$ cat src/rtl/a2d_resp_if.sv
// a2d_resp_if: SPI pin bundle between the slider initiator (master) and the A2D responder (slave).
`default_nettype none

interface a2d_resp_if;
    logic SS_n;
    logic SCLK;
    logic MOSI;
    logic MISO;

    modport master (output SS_n, output SCLK, output MOSI, input MISO);
    modport slave  (input SS_n, input SCLK, input MOSI, output MISO);
endinterface

`default_nettype wire

$ cat src/rtl/a2d_resp.sv
// ============================================================================
// a2d_resp : SPI mode-3 responder emulating an 8-channel 12-bit A2D converter.
//            Optional macro A2D_MISO_TRI_EN tri-states MISO when not selected.
// Revision : 1.0
// ============================================================================
`default_nettype none

module a2d_resp #(
    parameter int NUM_CH = 8
) (
    input  wire logic                 clk,
    input  wire logic                 rst_n,
    a2d_resp_if.slave                 spi,
    input  wire logic [12*NUM_CH-1:0] SAMPLES,
    output logic                      cmd_vld,
    output logic [2:0]                cmd_ch,
    output logic                      frm_err
);

    typedef enum logic [1:0] {
        S_IDLE  = 2'd0,
        S_SHIFT = 2'd1,
        S_DONE  = 2'd2
    } state_t;

    state_t       r_state;
    state_t       w_next;
    logic [2:0]   r_ss_sync;
    logic [2:0]   r_sclk_sync;
    logic [1:0]   r_mosi_sync;
    logic         r_armed;
    logic [15:0]  r_tx;
    logic [15:0]  r_rx;
    logic [4:0]   r_bit_cnt;
    logic         r_first;
    logic [11:0]  r_resp;
    logic [2:0]   r_cmd_ch;
    logic         r_cmd_vld;
    logic         r_frm_err;
    logic         w_enter;
    logic         w_accept;
    logic         w_reject;
    logic [11:0]  w_sample;
    logic         w_unused;

    wire logic w_ss_fall   = ~r_ss_sync[1]   &  r_ss_sync[2];
    wire logic w_ss_rise   =  r_ss_sync[1]   & ~r_ss_sync[2];
    wire logic w_sclk_fall = ~r_sclk_sync[1] &  r_sclk_sync[2];
    wire logic w_sclk_rise =  r_sclk_sync[1] & ~r_sclk_sync[2];

    assign w_unused = r_rx[15];

    always_comb begin
        w_sample = 12'h000;
        for (int k = 0; k < NUM_CH; k++) begin
            if (r_rx[13:11] == k[2:0]) w_sample = SAMPLES[12*k +: 12];
        end
    end

    always_ff @(posedge clk or negedge rst_n) begin
        if (!rst_n) r_state <= S_IDLE;
        else        r_state <= w_next;
    end

    always_comb begin
        w_next   = r_state;
        w_enter  = 1'b0;
        w_accept = 1'b0;
        w_reject = 1'b0;
        case (r_state)
            S_IDLE:  if (w_ss_fall && r_armed) begin
                         w_next  = S_SHIFT;
                         w_enter = 1'b1;
                     end
            S_SHIFT: if (w_ss_rise) w_next = S_DONE;
            S_DONE:  begin
                         w_next = S_IDLE;
                         if (r_bit_cnt == 5'd16) w_accept = 1'b1;
                         else                    w_reject = 1'b1;
                     end
            default: w_next = S_IDLE;
        endcase
    end

    // SS_n syncs reset low so a select held across reset cannot arm the responder
    always_ff @(posedge clk or negedge rst_n) begin
        if (!rst_n) begin
            r_ss_sync   <= 3'b000;
            r_sclk_sync <= 3'b111;
            r_mosi_sync <= 2'b00;
            r_armed     <= 1'b0;
            r_tx        <= 16'h0000;
            r_rx        <= 16'h0000;
            r_bit_cnt   <= 5'd0;
            r_first     <= 1'b0;
            r_resp      <= 12'h000;
            r_cmd_ch    <= 3'd0;
            r_cmd_vld   <= 1'b0;
            r_frm_err   <= 1'b0;
        end else begin
            r_ss_sync   <= {r_ss_sync[1:0], spi.SS_n};
            r_sclk_sync <= {r_sclk_sync[1:0], spi.SCLK};
            r_mosi_sync <= {r_mosi_sync[0], spi.MOSI};
            if (r_ss_sync[1]) r_armed <= 1'b1;
            r_cmd_vld <= w_accept;
            r_frm_err <= w_reject;
            if (w_enter) begin
                r_tx      <= {4'h0, r_resp};
                r_bit_cnt <= 5'd0;
                r_first   <= 1'b1;
            end else if (r_state == S_SHIFT) begin
                if (w_sclk_rise) begin
                    r_rx <= {r_rx[14:0], r_mosi_sync[1]};
                    if (r_bit_cnt != 5'd31) r_bit_cnt <= r_bit_cnt + 5'd1;
                end
                // MSB is already on MISO at entry, so the first fall must not shift
                if (w_sclk_fall) begin
                    if (r_first) r_first <= 1'b0;
                    else         r_tx    <= {r_tx[14:0], 1'b0};
                end
            end
            if (w_accept) begin
                r_cmd_ch <= r_rx[13:11];
                r_resp   <= w_sample;
            end
        end
    end

`ifdef A2D_MISO_TRI_EN
    assign spi.MISO = (r_ss_sync[1] || r_state == S_IDLE) ? 1'bz : r_tx[15];
`else
    assign spi.MISO = (r_state == S_SHIFT) ? r_tx[15] : 1'b0;
`endif

    assign cmd_vld = r_cmd_vld;
    assign cmd_ch  = r_cmd_ch;
    assign frm_err = r_frm_err;

endmodule

`default_nettype wire

$ cat src/flat_wrapper.sv
// flat-port wrapper written by rule: the top's interface ports become plain ports
module a2d_resp_flat 
#(
    parameter int NUM_CH = 8
)
  (clk, rst_n, SAMPLES, cmd_vld, cmd_ch, frm_err, spi_SS_n, spi_SCLK, spi_MOSI, spi_MISO);
  a2d_resp_if spi_i ();
  input  wire logic clk;
  input  wire logic rst_n;
  input  wire logic [12*NUM_CH-1:0] SAMPLES;
  output logic cmd_vld;
  output logic [2:0] cmd_ch;
  output logic frm_err;
  input wire logic [$bits(spi_i.SS_n)-1:0] spi_SS_n;
  input wire logic [$bits(spi_i.SCLK)-1:0] spi_SCLK;
  input wire logic [$bits(spi_i.MOSI)-1:0] spi_MOSI;
  output wire logic [$bits(spi_i.MISO)-1:0] spi_MISO;
  assign spi_i.SS_n = spi_SS_n;
  assign spi_i.SCLK = spi_SCLK;
  assign spi_i.MOSI = spi_MOSI;
  assign spi_MISO = spi_i.MISO;
  a2d_resp #(.NUM_CH(NUM_CH)) u_core (.clk(clk), .rst_n(rst_n), .spi(spi_i), .SAMPLES(SAMPLES), .cmd_vld(cmd_vld), .cmd_ch(cmd_ch), .frm_err(frm_err));
endmodule
$ cat config.mk
export PLATFORM = sky130hd
export DESIGN_NAME = a2d_resp_flat
export DESIGN_NICKNAME = d
export VERILOG_FILES = /design/src/rtl/a2d_resp_if.sv /design/src/rtl/a2d_resp.sv /design/src/flat_wrapper.sv
export SDC_FILE = /design/constraint.sdc
export NUM_CORES = 1
export LEC_CHECK = 0
export CAP_MARGIN = 20
export CORE_AREA = 3 3 92 85
export DETAILED_ROUTE_END_ITERATION = 7
export DIE_AREA = 0 0 95 88
export PLACE_DENSITY = 0.83
export SYNTH_ARGS = -nofsm -noshare
export SYNTH_HDL_FRONTEND = slang
export SYNTH_SLANG_ARGS = --single-unit
$ cat constraint.sdc
create_clock -name clk -period 3.6 [get_ports clk]
set_input_delay 0.54 -clock clk [delete_from_list [all_inputs] [get_ports clk]]
set_output_delay 0.54 -clock clk [all_outputs]
set_load 0.02 [all_outputs]
After elaboration in Yosys (flattened, before gate mapping)
Cells that the tools add are included.
Word-level totals
  memory bits (writable): 0
  input port bits: 101
  memory bits (read-only): 0
  logic and storage cells: 78
  bits in latches: 0
  memories kept: 0
  bits in registers: 64
Operators by class
  $mul: 0
  mux-type cells: 29
  eq/ne operators: 14
  $add $sub $neg: 1
  bitwise gates (word level): 9
  magnitude comparators: 0
  shift operators: 0
  reduce and logical (&&, ||, !) cells: 12
  divide/modulo/power cells: 0
Operators with widths (count)
  2-to-1 mux 12 bit: 8
  2-to-1 mux 16 bit: 4
  2-to-1 mux 5 bit: 4
  == test 3 bit (second input constant): 4
  2-to-1 mux 1 bit: 10
  AND reduction 3 bit: 3
  nonzero test 2 bit: 4
  == test 3 x 2 -> 1 bit (second input constant): 2
  adder 5 x 1 -> 5 bit (second input constant): 1
  == test 5 bit (second input constant): 1
  inequality test 5 bit (second input constant): 1
  NOT 1 bit: 5
  bitwise AND 1 bit: 4
  2-to-1 mux 2 bit: 2
  inequality test 2 x 1 -> 1 bit (second input constant): 2
  case mux 2 bit (2 select lines): 1
  AND reduction 2 bit: 2
  == test 3 x 1 -> 1 bit (second input constant): 1
  logical NOT 3 bit: 1
  == test 2 x 1 -> 1 bit (second input constant): 1
  == test 2 bit (second input constant): 1
  logical NOT 2 bit: 1
  inequality test 2 bit (second input constant): 1
  logical AND 1 bit: 1

Logic depth before layout (Yosys ltp)
Gate-level depths: netlist of run 1.
  word-level depth: 9
  depth in mapped cells: 9
  gate-level depth less buffers: 7

Worst setup path before layout of run 1
No wires, ideal clock.
  path kind: reg-to-reg
  start point: register u_core.r_bit_cnt[0]
  end point: register u_core.r_resp[4]
  buffers on the path: 2
  stages on the path, launching flop included: 8
  library setup time: 0.126 ns
  data required time: 3.474 ns
  arrival time: 1.719 ns
  slack: 1.755 ns
  cell sequence: dfrtp_1 -> inv_1 -> ha_1 -> nand2_1 -> or4_1 -> buf_4 -> buf_6 -> a221o_1
Between the ends
  longest elaborated chain between the ends: 3
Ends and longest elaborated chain
  from (decl): RTL line a2d_resp.sv:34  | logic [4:0] r_bit_cnt;
  from (signal assigned): RTL line a2d_resp.sv:114  | if (r_bit_cnt != 5'd31) r_bit_cnt <= r_bit_cnt + 5'd1;
  == test 5 bit: RTL line a2d_resp.sv:78  | if (r_bit_cnt == 5'd16) w_accept = 1'b1;
  2-to-1 mux 1 bit: RTL line a2d_resp.sv:78
  2-to-1 mux 1 bit: RTL line a2d_resp.sv:70  | case (r_state)
  to (signal assigned): RTL line a2d_resp.sv:124  | r_resp <= w_sample;
  to (decl): RTL line a2d_resp.sv:36  | logic [11:0] r_resp;
Every way passes these cells.
A chain may end at the register's enable or synchronous reset.

Worst setup path after layout of run 1
  start point: register u_core.r_rx[13]
  end point: register u_core.r_resp[10]
Between the ends
  longest elaborated chain between the ends: 9
Ends and longest elaborated chain
  from (decl): RTL line a2d_resp.sv:33  | logic [15:0] r_rx;
  from (signal assigned): RTL line a2d_resp.sv:113  | r_rx <= {r_rx[14:0], r_mosi_sync[1]};
  logical NOT 3 bit: RTL line a2d_resp.sv:56  | if (r_rx[13:11] == k[2:0]) w_sample = SAMPLES[12*k +: 12];
  2-to-1 mux 12 bit (7 in a row): RTL line a2d_resp.sv:56
  2-to-1 mux 12 bit *: RTL line a2d_resp.sv:56
Every way passes the cells marked *; elsewhere a longest branch is shown, timed or not.

==> results of run 1 <==
routing by layer:
layer | vias up | track usage [%] | wire length [um]
li1 | 1438 | - | -
met1 | 1403 | 29.74 | 3703
met3 | 18 | 5.241 | 504
met5 | - | 0 | 0
met4 | 0 | 7.602 | 172
met2 | 106 | 36.24 | 4437
sequential cells by signal (all words and copies together), names as in the netlist:
signal	cells
u_core.cmd_ch	3
u_core.cmd_vld	1
u_core.frm_err	1
u_core.r_armed	1
u_core.r_bit_cnt	5
u_core.r_first	1
u_core.r_mosi_sync	2
u_core.r_resp	12
u_core.r_rx	14
u_core.r_sclk_sync	3
u_core.r_ss_sync	3
u_core.r_state	2
u_core.r_tx	16
synthesized netlist by cell type:
master,number,area share (%)
buf_2,6,0.88
mux2i_1,34,10
a31oi_1,1,0.18
a221o_1,3,0.88
a22oi_1,9,2.0
nor2b_1,3,0.55
buf_6,2,0.66
nor2_1,39,4.3
nor3_1,10,1.5
a221oi_1,3,0.77
a22o_1,1,0.26
a21o_1,10,2.2
clkbuf_1,13,1.4
nor2_2,1,0.18
xnor2_1,1,0.26
nand2_1,24,2.6
mux2_2,14,4.6
dfstp_2,3,2.3
a21oi_1,21,3.1
ha_1,3,1.1
buf_1,2,0.22
a2bb2oi_1,3,0.77
o211ai_1,3,0.66
and3b_1,1,0.26
inv_4,1,0.18
nand4bb_1,1,0.33
o21ai_0,30,4.4
nand3b_1,1,0.22
nand3_1,3,0.44
nor4b_1,1,0.26
or2_2,10,1.8
buf_4,3,0.66
nand2b_1,1,0.18
and2_1,2,0.37
xor2_1,2,0.51
a311oi_1,9,2.3
dfrtp_1,61,45
inv_1,4,0.44
and3_1,6,1.1
nor4bb_1,1,0.29
or4_1,1,0.22
worst max path at each step:
| stage | endpoint | slack (ns) | depth (start not counted) |
|---|---|---|---|
| after CTS | u_core.r_resp[10]$_DFFE_PN0P_ | 1.08 | 4 |
| final | u_core.r_resp[10]$_DFFE_PN0P_ | 1.06 | 4 |
| after detailed placement | u_core.r_resp[6]$_DFFE_PN0P_ | 1.14 | 4 |
| after global placement | u_core.r_resp[7]$_DFFE_PN0P_ | 1.26 | 4 |
| after floorplan | u_core.r_resp[4]$_DFFE_PN0P_ | 1.75 | 7 |
| after global routing | u_core.r_resp[8]$_DFFE_PN0P_ | 0.84 | 4 |
kinds of logic after synthesis:
family                     count (synthesis)
buffers and inverters                     31
muxes                                     48
DFF                                       64
adders and majority gates                  3
AOI/OAI and AO/OA                         93
and+or+nand+nor                          105
xor gates and xnor gates                   3
stage by stage:
| stage | total power [W] | setup slack, ns | utilization, % |
|---|---|---|---|
| floorplan | 0.001054 | 1.755 | - |
| global placement | 0.001221 | 1.265 | 64.34 |
| detailed placement | 0.001237 | 1.141 | 64.34 |
| CTS | 0.001849 | 1.080 | 67.13 |
| global route | 0.001937 | 0.8431 | 67.13 |
| finish | 0.001836 | 1.059 | 67.13 |
critical path, stage by stage (launching register included):
cell and delay (ns):
dfrtp_1 0.71, nor2b_1 0.82, and2_1 0.43, a21oi_1 0.14
a311oi_1 0.34
layout make-up:
cell class / instances / area, um^2 / share of cell area, %
Clock buffer: 9 / 123.9 / 2.635
Multi-Input combinational cell: 252 / 1669 / 35.51
Inverter: 5 / 21.27 / 0.4525
Timing Repair Buffer: 111 / 1094 / 23.26
Clock inverter: 7 / 71.32 / 1.517
Tap cell: 93 / 116.4 / 2.475
Sequential cell: 64 / 1605 / 34.15
where the power goes:
part           internal (W)  leakage (nW)  total, W  switching [W]
sequential         0.000833         0.809  0.000903      0.0000700
clock              0.000319        0.0916  0.000604       0.000285
combinational      0.000201          1.04  0.000328       0.000128
total               0.00135          1.94   0.00184       0.000483
==> run_results.csv, run 1 <==
group,metric,value,unit
setup_path,rr_worst_depth,4,
yosys,synth_compound_area_share,17.47,%
routing,vias,2965,
sta,worstMarginPinSlew,0.9867,ns
setup_path,reg2reg_from,"u_core.r_rx[13]$_DFFE_PN0P_",
sta,fmaxAchievable,393.6,MHz
routing,drc,0,
layout,num-fill-cells,530,
routing,avgRoutedWirePerCell,16.30,um
layout,finalNetCount,547,
yosys,yosysWarnings,0,
setup_path,worstPathMaxFanout,31,
power_and_ir_drop,p_per_area,390.7,nW/um^2
yosys,synth_fp_nets,451,
yosys,ys_ff_latch,64,
clock_network,clock_path_buffers,2,
grt,grt_usage,22.38,%
clock_network,cts_buffers,9,
grt,grt_pass1_vias,3013,
job,drv_cap,0,
grt,grt_max_degree,48,
yosys,synth_top_family_by_area,"compound AO/OA/AOI/OAI gates",
die,start_util,48.78,%
setup_path,regToRegEndpoint,"u_core.r_resp[10]$_DFFE_PN0P_",
sta,setup_violations,0,
placement,placed_cell_area,4506,um^2
sta,rsz0062_at_grt,"false",
die,die_area,8360,um^2
layout,drive_gt1_share,11.83,%
die,die_y,88,um
layout,area_delta_synth_final,37.62,%
setup_path,crit_path_start,"u_core.r_rx[13]$_DFFE_PN0P_",
die,dieWidth,95,um
die,core,7003,um^2
worst_hold_path,min_path_type,"primary input to async pin",
routing,drt_wl_total,8818,um
clock_network,cts_resized,0,
clock_network,cts_tree,"done",
placement,hpwl,6538,um
power_and_ir_drop,leakage,1.943,nW
run_status,status,"finished clean",
yosys,synth_cell_types,41,
sta,hold_viol,0,
sta,slew_headroom,34.15,%
yosys,synthAdderAreaFrac,1.099,%
setup_path,critical_path_class,"flip-flop to flip-flop",
placement,place_inst,525,
yosys,synth_mux_area_share,14.58,%
die,rows,29,
sta,min_period,2.541,ns
grt,grt_pass1_wl,14510,um
layout,final_area,4701,um^2
yosys,syn_area,3416,um^2
clock_network,htree_levels,3,
routing,antenna_left,0,
yosys,synthCells,347,
yosys,ys_seq_area_share,47.00,%
clock_network,cts.sinks,64,
clock_network,root_buffer,"clkbuf_8",
grt,antenna_found_initial,0,
placement,io_buffers,106,
clock_network,clk_pin_slew_worst_paths,0.07,ns
clock_network,cts_setup_buffers,0,
sta,tns,0,ns
sta,fin_crit_sh,70.58,%
yosys,synthXorXnorAreaFrac,0.7692,%
clock_network,ctsHoldBuffers,0,
layout,layout_common_cells,"clkdlybuf4s50_1 (105), dfrtp_1 (61), nor2_1 (39)",
sta,timing.hold.ws,0.1243,ns
setup_path,required,3.82,ns
setup_path,cp.arrival,2.76,ns
setup_path,startpoint_type,"flip-flop",
sta,slew_violations,0,
yosys,avgSynthCellArea,9.844,um^2
die,ios,107,
grt,grt.overflow.total,0,
sta,skew,0.007040,ns
setup_path,r2r_slack,1.06,ns
clock_network,clock_latency,0.33,ns
yosys,synth-simple-area-share,14.62,%
routing,dr.pass1.iters,5,
placement,gp_congestion,0.9282,
layout,finalNonFillerCells,541,
layout,antenna_cells,0,
power_and_ir_drop,vdd_drop_max,184.1,uV
setup_path,endpoint_kind,"flip-flop",
routing,drt_iter0_markers,191,
routing,via_per_inst,5.481,
layout,final_common_cell,"clkdlybuf4s50_1",
(Power assumes the default switching activity.)
==> run 2, diff against run 1 <==
--- a/config.mk
+++ b/config.mk
@@ -6,10 +6,10 @@
 export NUM_CORES = 1
 export LEC_CHECK = 0
 export CAP_MARGIN = 20
-export CORE_AREA = 3 3 92 85
+export CORE_AREA = 3 3 94 87
 export DETAILED_ROUTE_END_ITERATION = 7
-export DIE_AREA = 0 0 95 88
-export PLACE_DENSITY = 0.83
+export DIE_AREA = 0 0 97 90
+export PLACE_DENSITY = 0.8
 export SYNTH_ARGS = -nofsm -noshare
 export SYNTH_HDL_FRONTEND = slang
 export SYNTH_SLANG_ARGS = --single-unit
==> constraint.sdc (replaced) <==
create_clock -name clk -period 2.44 [get_ports clk]
set_input_delay 0.366 -clock clk [delete_from_list [all_inputs] [get_ports clk]]
set_output_delay 0.366 -clock clk [all_outputs]
set_load 0.02 [all_outputs]
==> run 2 against run 1 <==
  * Clock skew up 0.0036 ns
  * Sequential share of layout area fell by 0.63 points
  * Worst hold slack got worse by 0.11 ns
  * Die area increased by 4.4%
  * Sequential power increased by 47%
==> run_results.csv, run 2 (same netlist as run 1, synthesis figures left out) <==
group,metric,value,unit
routing,vias,2973,
setup_path,reg2reg_from,"u_core.r_bit_cnt[1]$_DFFE_PN0P_",
routing,antenna_left,0,
layout,largest_reg_flops,16,
power_and_ir_drop,vdd_drop_max,239.4,uV
placement,gp_congestion,0.8098,
sta,slew_violations,0,
routing,avgRoutedWirePerCell,16.40,um
sta,tns,0,ns
clock_network,clock_path_buffers,2,
die,dieWidth,97,um
sta,worstMarginPinSlew,0.8321,ns
sta,setup_violations,0,
clock_network,cts_buffers,9,
grt,grt_max_degree,65,
grt,grt_pass1_wl,15190,um
sta,min_period,2.114,ns
clock_network,clk_pin_slew_worst_paths,0.07,ns
die,start_util,47.79,%
die,die_area,8730,um^2
clock_network,cts_tree,"done",
die,ios,107,
setup_path,required,2.63,ns
layout,area_delta_synth_final,40.33,%
run_status,status,"finished clean",
routing,drc,0,
grt,grt.overflow.total,0,
sta,setup_ws,0.3261,ns
layout,finalNetCount,552,
setup_path,worstPathMaxFanout,21,
setup_path,r2r_slack,0.33,ns
clock_network,cts_resized,0,
power_and_ir_drop,total_power,0.002888,W
die,core,7148,um^2
power_and_ir_drop,p_per_area,602.5,nW/um^2
grt,grt_pass1_vias,3089,
job,drv_cap,0,
placement,place_inst,530,
worst_hold_path,min_path_type,"primary input to async pin",
layout,seq_area,1607,um^2
sta,rsz0062_at_grt,"false",
sta,hold_viol,0,
routing,wl_met1,3757,um
clock_network,cts_setup_buffers,0,
sta,fin_crit_sh,86.64,%
layout,num-fill-cells,569,
grt,antenna_found_initial,0,
layout,finalNonFillerCells,546,
routing,drt_wl_total,8954,um
routing,dr_wl_met3,386,um
clock_network,htree_levels,3,
routing,via_per_inst,5.445,
power_and_ir_drop,leakage,2.000,nW
clock_network,root_buffer,"clkbuf_8",
placement,io_buffers,106,
die,die_y,90,um
setup_path,cp.arrival,2.30,ns
routing,met2_length,4637,um
layout,top_register,"u_core.r_tx",
setup_path,critical_path_class,"flip-flop to flip-flop",
layout,antenna_cells,0,
die,rows,29,
clock_network,cts.sinks,64,
sta,fmaxAchievable,473.1,MHz
setup_path,regToRegEndpoint,"u_core.r_resp[0]$_DFFE_PN0P_",
layout,final_util,67.06,%
setup_path,endpoint_kind,"flip-flop",
grt,grt_usage,21.24,%
placement,pre_cts_ws,0.3732,ns
routing,drt_iter0_markers,231,
placement,hpwl,6745,um
layout,layout_common_cells,"clkdlybuf4s50_1 (105), dfrtp_1 (60), nor2_1 (39)",
clock_network,clock_latency,0.34,ns
setup_path,startpoint_type,"flip-flop",
routing,highest_layer,"met4",
setup_path,rr_worst_depth,7,
routing,dr.pass1.iters,4,
layout,top_regs,"u_core.r_tx x16, u_core.r_rx x14, u_core.r_resp x12",
clock_network,ctsHoldBuffers,0,
layout,multi_input_area,1669,um^2
sta,skew,0.01067,ns
layout,final_common_cell,"clkdlybuf4s50_1",
layout,drive_gt1_share,12.80,%
sta,slew_headroom,44.42,%
[run 2: layer usage]
layer / GRT usage (%) / vias to the layer above
met3: 3.483 / 13
met2: 37.36 / 99
met5: 0 / -
li1: - / 1448
met4: 8.421 / 0
met1: 25.92 / 1413
[run 2: final cells by class]
cell class	instances	area share, %
multi-input cells	252	34.82
flip-flops and latches	64	33.52
repair buffers	116	23.86
clock buffers	10	2.662
well taps	93	2.428
clock inverters	6	2.271
inverters	5	0.4437
[run 2: how the worst max path moves through the flow]
stage	start	endpoint	slack (ns)
after floorplan	u_core.r_bit_cnt[0]$_DFFE_PN0P_	u_core.r_resp[4]$_DFFE_PN0P_	0.59
after global placement	u_core.r_bit_cnt[0]$_DFFE_PN0P_	u_core.r_resp[10]$_DFFE_PN0P_	0.50
after detailed placement	u_core.r_bit_cnt[1]$_DFFE_PN0P_	u_core.r_resp[0]$_DFFE_PN0P_	0.37
after CTS	u_core.r_bit_cnt[0]$_DFFE_PN0P_	u_core.r_resp[0]$_DFFE_PN0P_	0.35
after global routing	u_core.r_rx[13]$_DFFE_PN0P_	u_core.r_resp[0]$_DFFE_PN0P_	0.21
final	u_core.r_bit_cnt[1]$_DFFE_PN0P_	u_core.r_resp[0]$_DFFE_PN0P_	0.33
[run 2: critical path, cell delays in order, from the launching register on]
cell and delay [ns]:
dfrtp_1 0.41, inv_1 0.09, ha_1 0.18, nand2_1 0.05, or4_1 0.65, buf_4 0.28
nor3_1 0.22, a311oi_1 0.09
[run 2: metrics by stage]
step / area, um^2 / hold slack (ns)
after floorplan: 3416 / 0.07041
after global placement: 4557 / 0.3369
after CTS: 4793 / 0.03011
final: 4793 / 0.01732
after detailed placement: 4557 / 0.3363
after global routing: 4793 / 0.03732
[run 2: power by group]
group / internal, W / switching, W / leakage (nW)
Clock: 0.000677 / 0.000398 / 0.120
Combinational: 0.000299 / 0.000180 / 1.07
Sequential: 0.00123 / 0.000104 / 0.808
Total: 0.00221 / 0.000682 / 2.00
